--- src/rtl/nor_logic_pkg.sv ---
`default_nettype none
// ============================================================================
//  Module   : nor_logic_pkg
//  Purpose  : Shared opcode encodings, FSM state encoding and sweep limit
//             for the NOR-based logic unit.
//  Contents : OP_AND..OP_NOT, OP_RSVD, LAST_SWEEP_OP, state_t
//  Revision : 1.0  initial release
// ============================================================================
package nor_logic_pkg;

   localparam logic [2:0] OP_AND  = 3'd0;
   localparam logic [2:0] OP_OR   = 3'd1;
   localparam logic [2:0] OP_NAND = 3'd2;
   localparam logic [2:0] OP_NOR  = 3'd3;
   localparam logic [2:0] OP_XOR  = 3'd4;
   localparam logic [2:0] OP_XNOR = 3'd5;
   localparam logic [2:0] OP_NOT  = 3'd6;
   localparam logic [2:0] OP_RSVD = 3'd7;

   // A sweep walks opcodes 0..LAST_SWEEP_OP; the reserved opcode is never swept.
   localparam logic [2:0] LAST_SWEEP_OP = 3'd6;

   typedef enum logic [1:0] {
      ST_IDLE  = 2'd0,
      ST_HOLD  = 2'd1,
      ST_SWEEP = 2'd2
   } state_t;

endpackage
`default_nettype wire

--- src/rtl/nor_gate_slice.sv ---
`default_nettype none
// ============================================================================
//  Module   : nor_gate_slice
//  Purpose  : Combinational slice producing all seven basic bitwise logic
//             functions of two WIDTH-bit operands from NOR expressions only.
//  Ports    : i_a, i_b          operands
//             o_and .. o_not    function outputs (o_not = NOT i_a)
//  Revision : 1.0  initial release
// ============================================================================
module nor_gate_slice #(
   parameter int WIDTH = 8
) (
   input  logic [WIDTH-1:0] i_a,
   input  logic [WIDTH-1:0] i_b,
   output logic [WIDTH-1:0] o_and,
   output logic [WIDTH-1:0] o_or,
   output logic [WIDTH-1:0] o_nand,
   output logic [WIDTH-1:0] o_nor,
   output logic [WIDTH-1:0] o_xor,
   output logic [WIDTH-1:0] o_xnor,
   output logic [WIDTH-1:0] o_not
);

   logic [WIDTH-1:0] w_na;
   logic [WIDTH-1:0] w_nb;
   logic [WIDTH-1:0] w_nor;
   logic [WIDTH-1:0] w_and;
   logic [WIDTH-1:0] w_a_nb;
   logic [WIDTH-1:0] w_na_b;
   logic [WIDTH-1:0] w_xnor;
   logic [WIDTH-1:0] w_xor;

   // Inversion is a NOR with both inputs tied together.
   assign w_na   = ~(i_a | i_a);
   assign w_nb   = ~(i_b | i_b);
   assign w_nor  = ~(i_a | i_b);
   assign w_and  = ~(w_na | w_nb);
   // Cross terms: a & ~b = NOR(~a, b) and ~a & b = NOR(a, ~b).
   assign w_a_nb = ~(w_na | i_b);
   assign w_na_b = ~(i_a | w_nb);
   // NOR of the cross terms is XNOR; inverting it gives XOR (their OR).
   assign w_xnor = ~(w_a_nb | w_na_b);
   assign w_xor  = ~(w_xnor | w_xnor);

   assign o_not  = w_na;
   assign o_nor  = w_nor;
   assign o_or   = ~(w_nor | w_nor);
   assign o_and  = w_and;
   assign o_nand = ~(w_and | w_and);
   assign o_xor  = w_xor;
   assign o_xnor = w_xnor;

endmodule
`default_nettype wire

--- src/rtl/nor_logic_unit.sv ---
`default_nettype none
// ============================================================================
//  Module   : nor_logic_unit
//  Purpose  : Sequential WIDTH-bit logic unit. Accepts an operand pair via
//             valid/ready, then presents either one result (HOLD) or all
//             seven function results in opcode order (SWEEP).
//  Ports    : clk, rst                       clock, sync active-high reset
//             in_valid/in_ready, a, b, op, sweep   operand handshake
//             out_valid/out_ready, result, out_op, out_last  result handshake
//             ops_done                        completed output handshakes
//  Revision : 1.0  initial release
// ============================================================================
module nor_logic_unit
   import nor_logic_pkg::*;
#(
   parameter int WIDTH = 8
) (
   input  logic             clk,
   input  logic             rst,
   input  logic             in_valid,
   output logic             in_ready,
   input  logic [WIDTH-1:0] a,
   input  logic [WIDTH-1:0] b,
   input  logic [2:0]       op,
   input  logic             sweep,
   output logic             out_valid,
   input  logic             out_ready,
   output logic [WIDTH-1:0] result,
   output logic [2:0]       out_op,
   output logic             out_last,
   output logic [15:0]      ops_done
);

   state_t           r_state;
   state_t           w_state_nxt;
   logic [WIDTH-1:0] r_a;
   logic [WIDTH-1:0] r_b;
   // Latched opcode in HOLD, sweep position counter in SWEEP.
   logic [2:0]       r_op;
   logic [15:0]      r_ops_done;

   logic             w_valid;
   logic             w_last;
   logic             w_out_fire;
   logic             w_in_ready;
   logic             w_in_fire;
   logic [WIDTH-1:0] w_mux;

   logic [WIDTH-1:0] w_and, w_or, w_nand, w_nor, w_xor, w_xnor, w_not;

   nor_gate_slice #(.WIDTH(WIDTH)) u_slice (
      .i_a    (r_a),
      .i_b    (r_b),
      .o_and  (w_and),
      .o_or   (w_or),
      .o_nand (w_nand),
      .o_nor  (w_nor),
      .o_xor  (w_xor),
      .o_xnor (w_xnor),
      .o_not  (w_not)
   );

   assign w_valid    = (r_state != ST_IDLE);
   assign w_last     = (r_state == ST_HOLD) ||
                       ((r_state == ST_SWEEP) && (r_op == LAST_SWEEP_OP));
   assign w_out_fire = w_valid && out_ready;
   // Accepting while the final result leaves keeps transactions back to back.
   assign w_in_ready = !rst && ((r_state == ST_IDLE) || (w_out_fire && w_last));
   assign w_in_fire  = in_valid && w_in_ready;

   // ---------------------------------------------------------------- FSM
   always_ff @(posedge clk) begin
      if (rst) begin
         r_state <= ST_IDLE;
      end else begin
         r_state <= w_state_nxt;
      end
   end

   always_comb begin
      w_state_nxt = r_state;
      if (w_in_fire) begin
         w_state_nxt = sweep ? ST_SWEEP : ST_HOLD;
      end else if (w_out_fire && w_last) begin
         w_state_nxt = ST_IDLE;
      end
   end

   // ------------------------------------------------------------ datapath
   always_ff @(posedge clk) begin
      if (rst) begin
         r_a        <= '0;
         r_b        <= '0;
         r_op       <= 3'd0;
         r_ops_done <= 16'd0;
      end else begin
         if (w_in_fire) begin
            r_a  <= a;
            r_b  <= b;
            r_op <= sweep ? OP_AND : op;
         end else if (w_out_fire && (r_state == ST_SWEEP) && !w_last) begin
            r_op <= r_op + 3'd1;
         end
         if (w_out_fire) begin
            r_ops_done <= r_ops_done + 16'd1;
         end
      end
   end

   always_comb begin
      w_mux = '0;
      case (r_op)
         OP_AND:  w_mux = w_and;
         OP_OR:   w_mux = w_or;
         OP_NAND: w_mux = w_nand;
         OP_NOR:  w_mux = w_nor;
         OP_XOR:  w_mux = w_xor;
         OP_XNOR: w_mux = w_xnor;
         OP_NOT:  w_mux = w_not;
         OP_RSVD: w_mux = '0;
         default: w_mux = '0;
      endcase
   end

   assign in_ready  = w_in_ready;
   assign out_valid = w_valid;
   assign result    = w_valid ? w_mux : '0;
   assign out_op    = w_valid ? r_op  : 3'd0;
   assign out_last  = w_valid && w_last;
   assign ops_done  = r_ops_done;

endmodule
`default_nettype wire

--- config.mk ---
export PLATFORM = sky130hd
export DESIGN_NAME = nor_logic_unit
export DESIGN_NICKNAME = d
export VERILOG_FILES = /design/src/rtl/nor_logic_pkg.sv /design/src/rtl/nor_gate_slice.sv /design/src/rtl/nor_logic_unit.sv
export SDC_FILE = /design/constraint.sdc
export NUM_CORES = 1
export LEC_CHECK = 0
export ABC_AREA = 1
export CAP_MARGIN = 10
export CORE_MARGIN = 2
export CORE_UTILIZATION = 30
export DETAILED_ROUTE_END_ITERATION = 10
export GPL_TIMING_DRIVEN = 0
export PLACE_DENSITY = 0.6
export SYNTH_ARGS = -nofsm -noshare
export SYNTH_HDL_FRONTEND = slang
export SYNTH_SLANG_ARGS = --single-unit
--- constraint.sdc ---
create_clock -name clk -period 2.2 [get_ports clk]
set_input_delay 0.44 -clock clk [delete_from_list [all_inputs] [get_ports clk]]
set_output_delay 0.44 -clock clk [all_outputs]
set_load 0.02 [all_outputs]
==> metrics.csv, run 1 <==
stage,metric,value,unit
place,DP Wirelength,4790,um
timing,setup ws final,-128,ps
status,failing checks,negative setup slack,
worst_hold_path,worst hold path class,reg2reg,
cts,CTS tree,built,
drt,via count,2466,
cells_and_area,share of cells above drive strength 1,0.258,
drt,WL final,7020,um
drt,initial DRC count,52,
yosys,"Seq/Total Area, Yosys",0.312,
cells_and_area,fin area,3510,sq um
power,LEAKAGE,1.41,nW
drt,DRC,0,
cts,maximum clock insertion buffer count,2,
yosys,synthesized area,2370,sq um
timing,Final min period,2330,ps
worst_setup_path,CP bufs+invs,3,
status,outcome,finished with violations,
yosys,Synth top cells by count,"nand2_1, a21oi_1, o21ai_0",
cts,CTS root buffer,clkbuf_8,
floorplan,core area,7690,sq um
timing,RSZ-0062 raised after global routing,yes,
global_route,first-pass GRT wire length,11300,um
floorplan,die area,8630,sq um
flow_run,maxcap violations,0,
yosys,top cell type by total area after synthesis,dfxtp_1,
yosys,Netlist cell types,26,
yosys,syn_nets,391,
yosys,most common cell in the synthesized netlist,nand2_1,
timing,final hold violation count,0,
worst_setup_path,CP max stage cell,dfxtp_4,
global_route,initial antenna violation count,0,
cts,TritonCTS buffer count,5,
timing,Rel. slew slack,0.669,
yosys,largest cells by area after synthesis,"dfxtp_1, ha_1, nand2_1",
global_route,Tot GR Track Use,0.165,
global_route,grt ovf,0,
power,peak supply drop,0.000225,V
cells_and_area,"Net count, final",464,
floorplan,row count,32,
drt,post-DR wirelength/cell,13.5,um
yosys,synth warn,0,
yosys,Main synth FF type,dfxtp_1,
yosys,Async SR Flop Fraction,0,
global_route,vias in the first global route,2479,
timing,post-route clock period utilization,1.06,
cells_and_area,post-route insts no fill,520,
timing,clock skew,6.69,ps
drt,Pre-Repair DR Iteration Count,4,
place,Routability Congestion,0.871,
cells_and_area,"Area growth, synth to finish",48.1,%
yosys,cells after synthesis,344,
yosys,"EDFF count, synth",0,
timing,setup violators final,7,
cts,clock sinks,37,
worst_setup_path,crit-path max cell delay,380,ps
place,# port buffers,52,
drt,via/cell ratio,4.74,
place,DP Area,3050,sq um
place,DP Worst Slack,-921,ps
floorplan,# IOs,54,
power,Pwr per Cell Area,513,nW/um^2
cts,register clock-pin slew on the reported worst setup and hold paths,80,ps
worst_setup_path,crit path DAT,1890,ps
timing,Fin Setup TNS,-491,ps
worst_setup_path,CP Max Fanout,4,
worst_setup_path,Setup CP Type,reg2out,
worst_setup_path,worst path cell trace,"ha_4, ha_4, nor2_4, nand2_2, nor2_4, buf_12, buf_8, nand2_2, a21oi_2, buf_4",
timing,Worst Max-Slew Pin Slew,496,ps
yosys,area share of the largest cell type after synthesis,0.312,
yosys,synthesized area per cell,6.89,sq um
worst_setup_path,Crit. End Element,output port,
cts,"Clk Latency, worst-skew pair",300,ps
cells_and_area,diode count,0,
cts,htree depth,2,
worst_setup_path,startpoint types,flop,
timing,Fmax,430,MHz
timing,Pins Over Slew Limit,0,
worst_setup_path,Worst Path Required,1760,ps
worst_setup_path,"CP delay by family, top",buffers and inverters,
drt,number of nets with antenna violations after routing,0,
floorplan,chip width,92.9,um
global_route,pin count of the biggest net entering global routing,12,
place,total placed cells including tap cells,498,
floorplan,chip height,92.9,um
yosys,#FFs+latches synth,37,
floorplan,Starting Density,0.308,
## final cells by class
| class | instances | area, sq um |
|---|---|---|
| Timing Repair inverter | 1 | 7.51 |
| Clock buffer | 7 | 96.3 |
| Multi-Input combinational cell | 252 | 1650 |
| Sequential cell | 37 | 751 |
| Clock inverter | 1 | 5.00 |
| Tap cell | 102 | 128 |
| Inverter | 44 | 170 |
| Buffer | 10 | 73.8 |
| Fill cell | 778 | 4180 |
| Timing Repair Buffer | 66 | 633 |
## timing repair
action	in CTS	in global routing
setup buffers	8	6
setup endpoints to repair	13	11
hold buffers	0	0
cloned	1	0
pin swaps	17	14
hold endpoints to repair	0	0
resized for setup	99	30
## sequential cells by signal (all words and copies together), names as in the netlist
signal	flops
ops_done	16
r_a	8
r_b	8
r_op	3
r_state	2
## layer usage
metal  track usage  wire, um  part of all wire  vias to the layer above
li1              -         -                 -                     1284
met2         0.300      3470              0.49                       55
met3        0.0382       353             0.050                       10
met5             0         0                 0                        -
met1         0.193      3120              0.44                     1117
met4        0.0441        82             0.012                        0
## where the power goes
part	switching [mW]	internal [mW]
clock network	0.263	0.284
logic	0.281	0.244
registers	0.0293	0.702
## worst reg2reg max path: cells and delay by family, from the launching register on
kind	cells	cell delay (ps)
buf+inv	2	270
simple gates	5	430
compound gates	2	280
fa+ha+maj	1	170
flops	1	380
## kinds of logic (layout without fill, tap and decap cells)
group | Yosys count | in the layout | synth area share
AND/OR/NAND/NOR | 137 | 137 | 0.269
adder cells (fa/ha/maj) | 23 | 23 | 0.121
AO/OA/AOI/OAI | 90 | 90 | 0.195
XOR/XNOR | 2 | 2 | 0.00739
flip-flops | 37 | 37 | 0.312
buffers and inverters | 55 | 129 | 0.0955
## final timing paths
check | startpoint | slack (ps) | endpoint | cells past startpoint
worst max-delay path | r_op[0]$_SDFFE_PP0P_ | -130 | result[3] | 10
worst min-delay path | r_b[2]$_SDFFE_PP0P_ | 480 | r_b[2]$_SDFFE_PP0P_ | 2
worst max register to register | r_op[0]$_SDFFE_PP0P_ | 560 | r_a[3]$_SDFFE_PP0P_ | 10
worst min register to register | r_b[2]$_SDFFE_PP0P_ | 480 | r_b[2]$_SDFFE_PP0P_ | 2
## cells in the final DEF, fill, tap and decap left out, drive strengths merged
cell,Yosys,routed
clkinv,0,1
nor4,1,1
buf,6,29
nand2,72,72
nand4,4,4
xor2,1,1
dlymetal6s2s,0,2
clkinvlp,0,1
clkdlybuf4s50,0,38
nand3,17,17
o21a,1,1
o21ai,41,41
a21oi,41,41
clkbuf,5,11
o22ai,7,7
xnor2,1,1
dlygate4sd2,0,3
nor3,12,12
dfxtp,37,37
nor2,31,31
inv,44,44
ha,23,23
## per-stage QoR
step	utilization	total power, mW	hold slack, ps
detailed placement	0.397	1.12	476
floorplan	-	0.977	451
global placement	0.397	1.11	473
finish	0.457	1.80	484
CTS	0.439	1.75	488
global route	0.457	1.90	502
Power figures use the tool's default switching activity.
==> run 2: changes to the inputs <==
Settings changed: CTS_BUF_LIST from default to sky130_fd_sc_hd__clkbuf_4.
==> run 2 against run 1 <==
The run still ends with negative setup slack left. Routed wire length rose by 1.5%. First-iteration DRC count fell by 12%. Clock power fell by 34%. Combinational power fell by 2%. Hold slack improved by 5.4 ps. Flip-flop and latch count did not move. Sequential share of layout area rose by 0.53 points. Fmax fell by 3.2%. Worst setup slack got worse by 76 ps. Global-route usage rose by 0.13 points. Final cell count fell by 0.77%. Largest power group unchanged.
==> metrics.csv, run 2 (synthesized netlist as in run 1, its figures left out) <==
stage,metric,value,unit
timing,post-route clock period utilization,1.09,
cells_and_area,diode count,0,
worst_hold_path,worst hold path class,reg2reg,
worst_setup_path,Crit. End Element,output port,
status,outcome,finished with violations,
cells_and_area,post-route insts no fill,516,
cells_and_area,most frequent cells in the layout,"nand2_1, clkdlybuf4s50_1, inv_1, a21oi_1, dfxtp_1",
drt,via count,2451,
global_route,initial antenna violation count,0,
timing,clock skew,7.44,ps
cts,CTS root buffer,clkbuf_4,
floorplan,chip height,92.9,um
global_route,first-pass GRT wire length,11400,um
drt,DRC,0,
timing,setup violators final,8,
cells_and_area,register area,751,sq um
power,Power Total,1.61,mW
cts,htree depth,2,
worst_setup_path,Setup CP Type,reg2out,
worst_setup_path,flop2flop setup slack,530,ps
timing,Worst Max-Slew Pin Slew,523,ps
global_route,grt ovf,0,
cells_and_area,"Core Util, Final",0.446,
place,DP Area,3050,sq um
flow_run,maxcap violations,0,
cells_and_area,Multi-input gate area,1650,sq um
floorplan,die area,8630,sq um
floorplan,# IOs,54,
floorplan,chip width,92.9,um
cells_and_area,"Area growth, synth to finish",44.5,%
status,failing checks,negative setup slack,
cells_and_area,share of cells above drive strength 1,0.242,
drt,via/cell ratio,4.75,
drt,number of nets with antenna violations after routing,0,
drt,post-DR wirelength/cell,13.8,um
cells_and_area,"commonest non-fill, non-tap cell in the layout",nand2_1,
worst_setup_path,crit path DAT,1960,ps
drt,WL final,7130,um
cts,clock sinks,37,
cells_and_area,# fillers,799,
cts,maximum clock insertion buffer count,2,
drt,Pre-Repair DR Iteration Count,4,
power,peak supply drop,0.000213,V
cts,"Clk Latency, worst-skew pair",360,ps
timing,final hold violation count,0,
cells_and_area,max reg flops,16,
timing,Pins Over Slew Limit,0,
timing,setup ws final,-204,ps
cells_and_area,fin area,3430,sq um
worst_setup_path,Worst Path Required,1760,ps
cells_and_area,"Net count, final",460,
place,Routability Congestion,0.871,
timing,RSZ-0062 raised after global routing,yes,
timing,minimum hold slack,489,ps
timing,Fin Setup TNS,-1030,ps
drt,initial DRC count,46,
place,DP Worst Slack,-921,ps
cts,register clock-pin slew on the reported worst setup and hold paths,120,ps
global_route,Tot GR Track Use,0.166,
power,LEAKAGE,1.34,nW
place,DP Wirelength,4790,um
timing,Final min period,2400,ps
power,Pwr per Cell Area,469,nW/um^2
cts,TritonCTS buffer count,5,
worst_setup_path,CP Max Fanout,4,
floorplan,Starting Density,0.308,
worst_setup_path,startpoint types,flop,
global_route,vias in the first global route,2499,
floorplan,row count,32,
timing,Rel. slew slack,0.652,
global_route,pin count of the biggest net entering global routing,12,
place,total placed cells including tap cells,498,
timing,Fmax,416,MHz
floorplan,core area,7690,sq um
cts,CTS tree,built,
place,# port buffers,52,
run 2: cell count changes in the layout (fill, tap and decap cells not counted), moves of 2 or more:
cell,delta
clkbuf_8,-7
dlymetal6s2s_1,-2
clkinv_1,+2
buf_4,-4
nand2_2,-2
nand2_1,+2
dlygate4sd2_1,+2
clkbuf_4,+5
run 2: final timing paths:
path / start / to / cells after the start
worst min-delay path: r_b[2]$_SDFFE_PP0P_ / r_b[2]$_SDFFE_PP0P_ / 2
worst max register to register: r_op[0]$_SDFFE_PP0P_ / r_a[3]$_SDFFE_PP0P_ / 10
worst max-delay path: r_op[0]$_SDFFE_PP0P_ / result[3] / 10
worst min register to register: r_b[2]$_SDFFE_PP0P_ / r_b[2]$_SDFFE_PP0P_ / 2
run 2: layout make-up:
type                    instances  area share
repair inverters                1     0.00219
inverters                      44      0.0504
multi-input cells             252       0.481
clock buffers                   5      0.0110
plain buffers                  10      0.0215
repair buffers                 62       0.174
clock inverters                 3     0.00365
flip-flops and latches         37       0.219
well taps                     102      0.0373
run 2: timing repair:
action / in CTS / in global routing
gates resized for setup: 100 / 29
pin swaps: 17 / 13
setup buffers: 8 / 2
endpoints found under the setup margin: 13 / 9
hold buffers: 0 / 0
cloned: 1 / 0
run 2: routing by layer:
layer	routed length (um)	global-route usage	up-vias
met5	0	0	-
met4	76	0.0490	0
met3	420	0.0407	7
met2	3610	0.301	61
met1	3020	0.193	1103
li1	-	-	1280
run 2: worst max-delay path, cell delays in order, from the launching register on:
cell	delay, ps
dfxtp_4	390
ha_4	180
ha_4	170
nor2_4	70
nand2_2	80
nor2_4	130
buf_12	130
buf_8	100
nand2_2	50
a21oi_2	150
buf_4	160
run 2: power by group:
| group | leakage [nW] | internal, mW | switching [mW] |
|---|---|---|---|
| Clock | 0.0300 | 0.116 | 0.247 |
| Sequential | 0.304 | 0.703 | 0.0304 |
| Combinational | 1.00 | 0.234 | 0.277 |
==> run 3: changes to the inputs <==
Settings changed: CORE_UTILIZATION 30 to 35, PLACE_DENSITY 0.6 to 0.67.
==> run 3 against run 2 <==
The run still ends with negative setup slack left. Worst setup slack worse by 2.9 ps. Total power increased by 2.6%. Critical path depth is 1 lower. Highest routed layer unchanged. First-iteration DRC count rose to 2.9 times the previous value. Combinational power up 2%. Sequential power hardly changed. Fmax decreased by 0.12%. Via count is 1.6% higher. Design area decreased by 0.26%. Critical path type unchanged.
==> metrics.csv, run 3 (synthesized netlist as in run 1, its figures left out) <==
stage,metric,value,unit
worst_setup_path,Worst Path Required,1760,ps
worst_setup_path,R2R Path End,r_op[1]$_SDFFE_PP0P_,
cells_and_area,"Area growth, synth to finish",44.1,%
timing,post-route clock period utilization,1.09,
status,failing checks,negative setup slack,
cells_and_area,max reg flops,16,
power,Comb power frac,0.315,
global_route,grt ovf,0,
worst_setup_path,RR Startpoint,r_op[1]$_SDFFE_PP0P_,
drt,Pre-Repair DR Iteration Count,4,
timing,Fin Setup TNS,-1300,ps
global_route,first-pass GRT wire length,11100,um
timing,RSZ-0062 raised after global routing,yes,
drt,number of nets with antenna violations after routing,0,
global_route,vias in the first global route,2425,
worst_hold_path,WHS Endpoint,r_b[1]$_SDFFE_PP0P_,
cells_and_area,"Net count, final",466,
global_route,initial antenna violation count,0,
timing,setup violators final,8,
place,DP Wirelength,4580,um
cells_and_area,share of cells above drive strength 1,0.238,
floorplan,core area,6460,sq um
power,peak supply drop,0.000282,V
timing,final hold violation count,0,
floorplan,die area,7450,sq um
cts,CTS tree,built,
timing,Worst Max-Slew Pin Slew,509,ps
flow_run,maxcap violations,0,
timing,clock skew,10.9,ps
drt,initial DRC count,135,
timing,Pins Over Slew Limit,0,
drt,post-DR wirelength/cell,13.8,um
worst_setup_path,Setup CP Type,reg2out,
worst_hold_path,hold depth,2,
worst_setup_path,Crit. End Element,output port,
worst_setup_path,flop2flop setup slack,510,ps
cts,"Clk Latency, worst-skew pair",360,ps
worst_setup_path,crit path DAT,1970,ps
timing,setup ws final,-207,ps
drt,DRC,0,
cells_and_area,most frequent cells in the layout,"nand2_1, clkdlybuf4s50_1, o21ai_0, inv_1",
power,Reg power frac,0.444,
global_route,pin count of the biggest net entering global routing,11,
power,sw power,0.537,mW
power,Int Power,1.11,mW
drt,via/cell ratio,5.01,
drt,via count,2489,
drt,WL final,6850,um
cts,htree depth,2,
place,Routability Congestion,0.860,
place,DP Worst Slack,-949,ps
cts,register clock-pin slew on the reported worst setup and hold paths,120,ps
place,# port buffers,52,
floorplan,Starting Density,0.367,
worst_hold_path,hold_sp,r_b[1]$_SDFFE_PP0P_,
timing,minimum hold slack,489,ps
power,Clock power frac,0.241,
floorplan,chip width,86.3,um
cts,TritonCTS buffer count,5,
place,total placed cells including tap cells,473,
timing,Fmax,415,MHz
worst_setup_path,startpoint types,flop,
power,Pwr per Cell Area,482,nW/um^2
floorplan,row count,29,
cells_and_area,post-route insts no fill,497,
cells_and_area,"commonest non-fill, non-tap cell in the layout",nand2_1,
cts,clock sinks,37,
timing,Rel. slew slack,0.660,
floorplan,# IOs,54,
cells_and_area,# fillers,624,
floorplan,chip height,86.3,um
worst_setup_path,CP Max Fanout,4,
power,sw frac,0.326,
cells_and_area,diode count,0,
status,outcome,finished with violations,
cts,maximum clock insertion buffer count,2,
cts,CTS root buffer,clkbuf_4,
worst_setup_path,worst path cell trace,"ha_4, ha_4, nor2_4, nand2_2, nor2_4, buf_6, nor4_4, nor3_2, buf_4",
timing,Final min period,2410,ps
worst_setup_path,number of cells on the worst reg-to-reg path,10,
global_route,Tot GR Track Use,0.188,
worst_hold_path,worst hold path class,reg2reg,
power,Power Total,1.65,mW
worst_setup_path,crit-path max cell delay,380,ps
worst_setup_path,CP max stage cell,dfxtp_4,
power,LEAKAGE,1.41,nW
run 3: layer usage:
metal / vias to the layer above / routed length, um / GRT usage
li1: 1284 / - / -
met1: 1130 / 2900 / 0.220
met3: 13 / 356 / 0.0457
met2: 62 / 3470 / 0.340
met5: - / 0 / 0
met4: 0 / 122 / 0.0526
run 3: repair_timing:
action,CTS,global route
setup endpoints to repair,13,12
pin swaps,12,12
gates resized for setup,87,31
hold buffers,0,0
cloned,1,0
hold endpoints to repair,0,0
buffers inserted,7,9
run 3: layout make-up:
cell class / count / area, sq um / area share
Multi-Input combinational cell: 252 / 1600 / 0.469
Sequential cell: 37 / 751 / 0.220
Timing Repair Buffer: 68 / 657 / 0.192
Inverter: 44 / 170 / 0.0498
Tap cell: 77 / 96.3 / 0.0282
Buffer: 10 / 73.8 / 0.0216
Clock buffer: 8 / 60.1 / 0.0176
Timing Repair inverter: 1 / 7.51 / 0.00220
run 3: metrics by stage:
stage | util | area, sq um
after CTS | 0.501 | 3240
after detailed placement | 0.467 | 3020
after global placement | 0.467 | 3020
final | 0.529 | 3420
after global routing | 0.529 | 3420
after floorplan | - | 2400
run 3: worst max-delay path by stage:
stage | cells after the start | start | to | slack [ps]
6_report | 9 | r_op[1]$_SDFFE_PP0P_ | result[6] | -210
5_1_grt | 9 | r_op[1]$_SDFFE_PP0P_ | result[6] | -280
4_1_cts | 9 | r_op[1]$_SDFFE_PP0P_ | result[6] | -170
3_5_place_dp | 10 | r_op[2]$_SDFFE_PP0P_ | result[6] | -950
3_3_place_gp | 10 | r_op[2]$_SDFFE_PP0P_ | result[6] | -910
2_1_floorplan | 8 | r_op[0]$_SDFFE_PP0P_ | result[6] | 20
run 3: power groups by stage:
stage / clock [mW] / combinational, mW / sequential, mW
floorplan: 0 / 0.237 / 0.739
global placement: 0 / 0.369 / 0.741
detailed placement: 0 / 0.376 / 0.742
CTS: 0.406 / 0.448 / 0.731
global route: 0.448 / 0.573 / 0.736
finish: 0.397 / 0.519 / 0.731
run 3: worst max-delay path: cells and delay by family, from the launching register on:
family	cells	cell delay, ps
buffers and inverters	2	310
flip-flops	1	380
AND/OR/NAND/NOR	5	570
adder cells (fa/ha/maj)	2	340
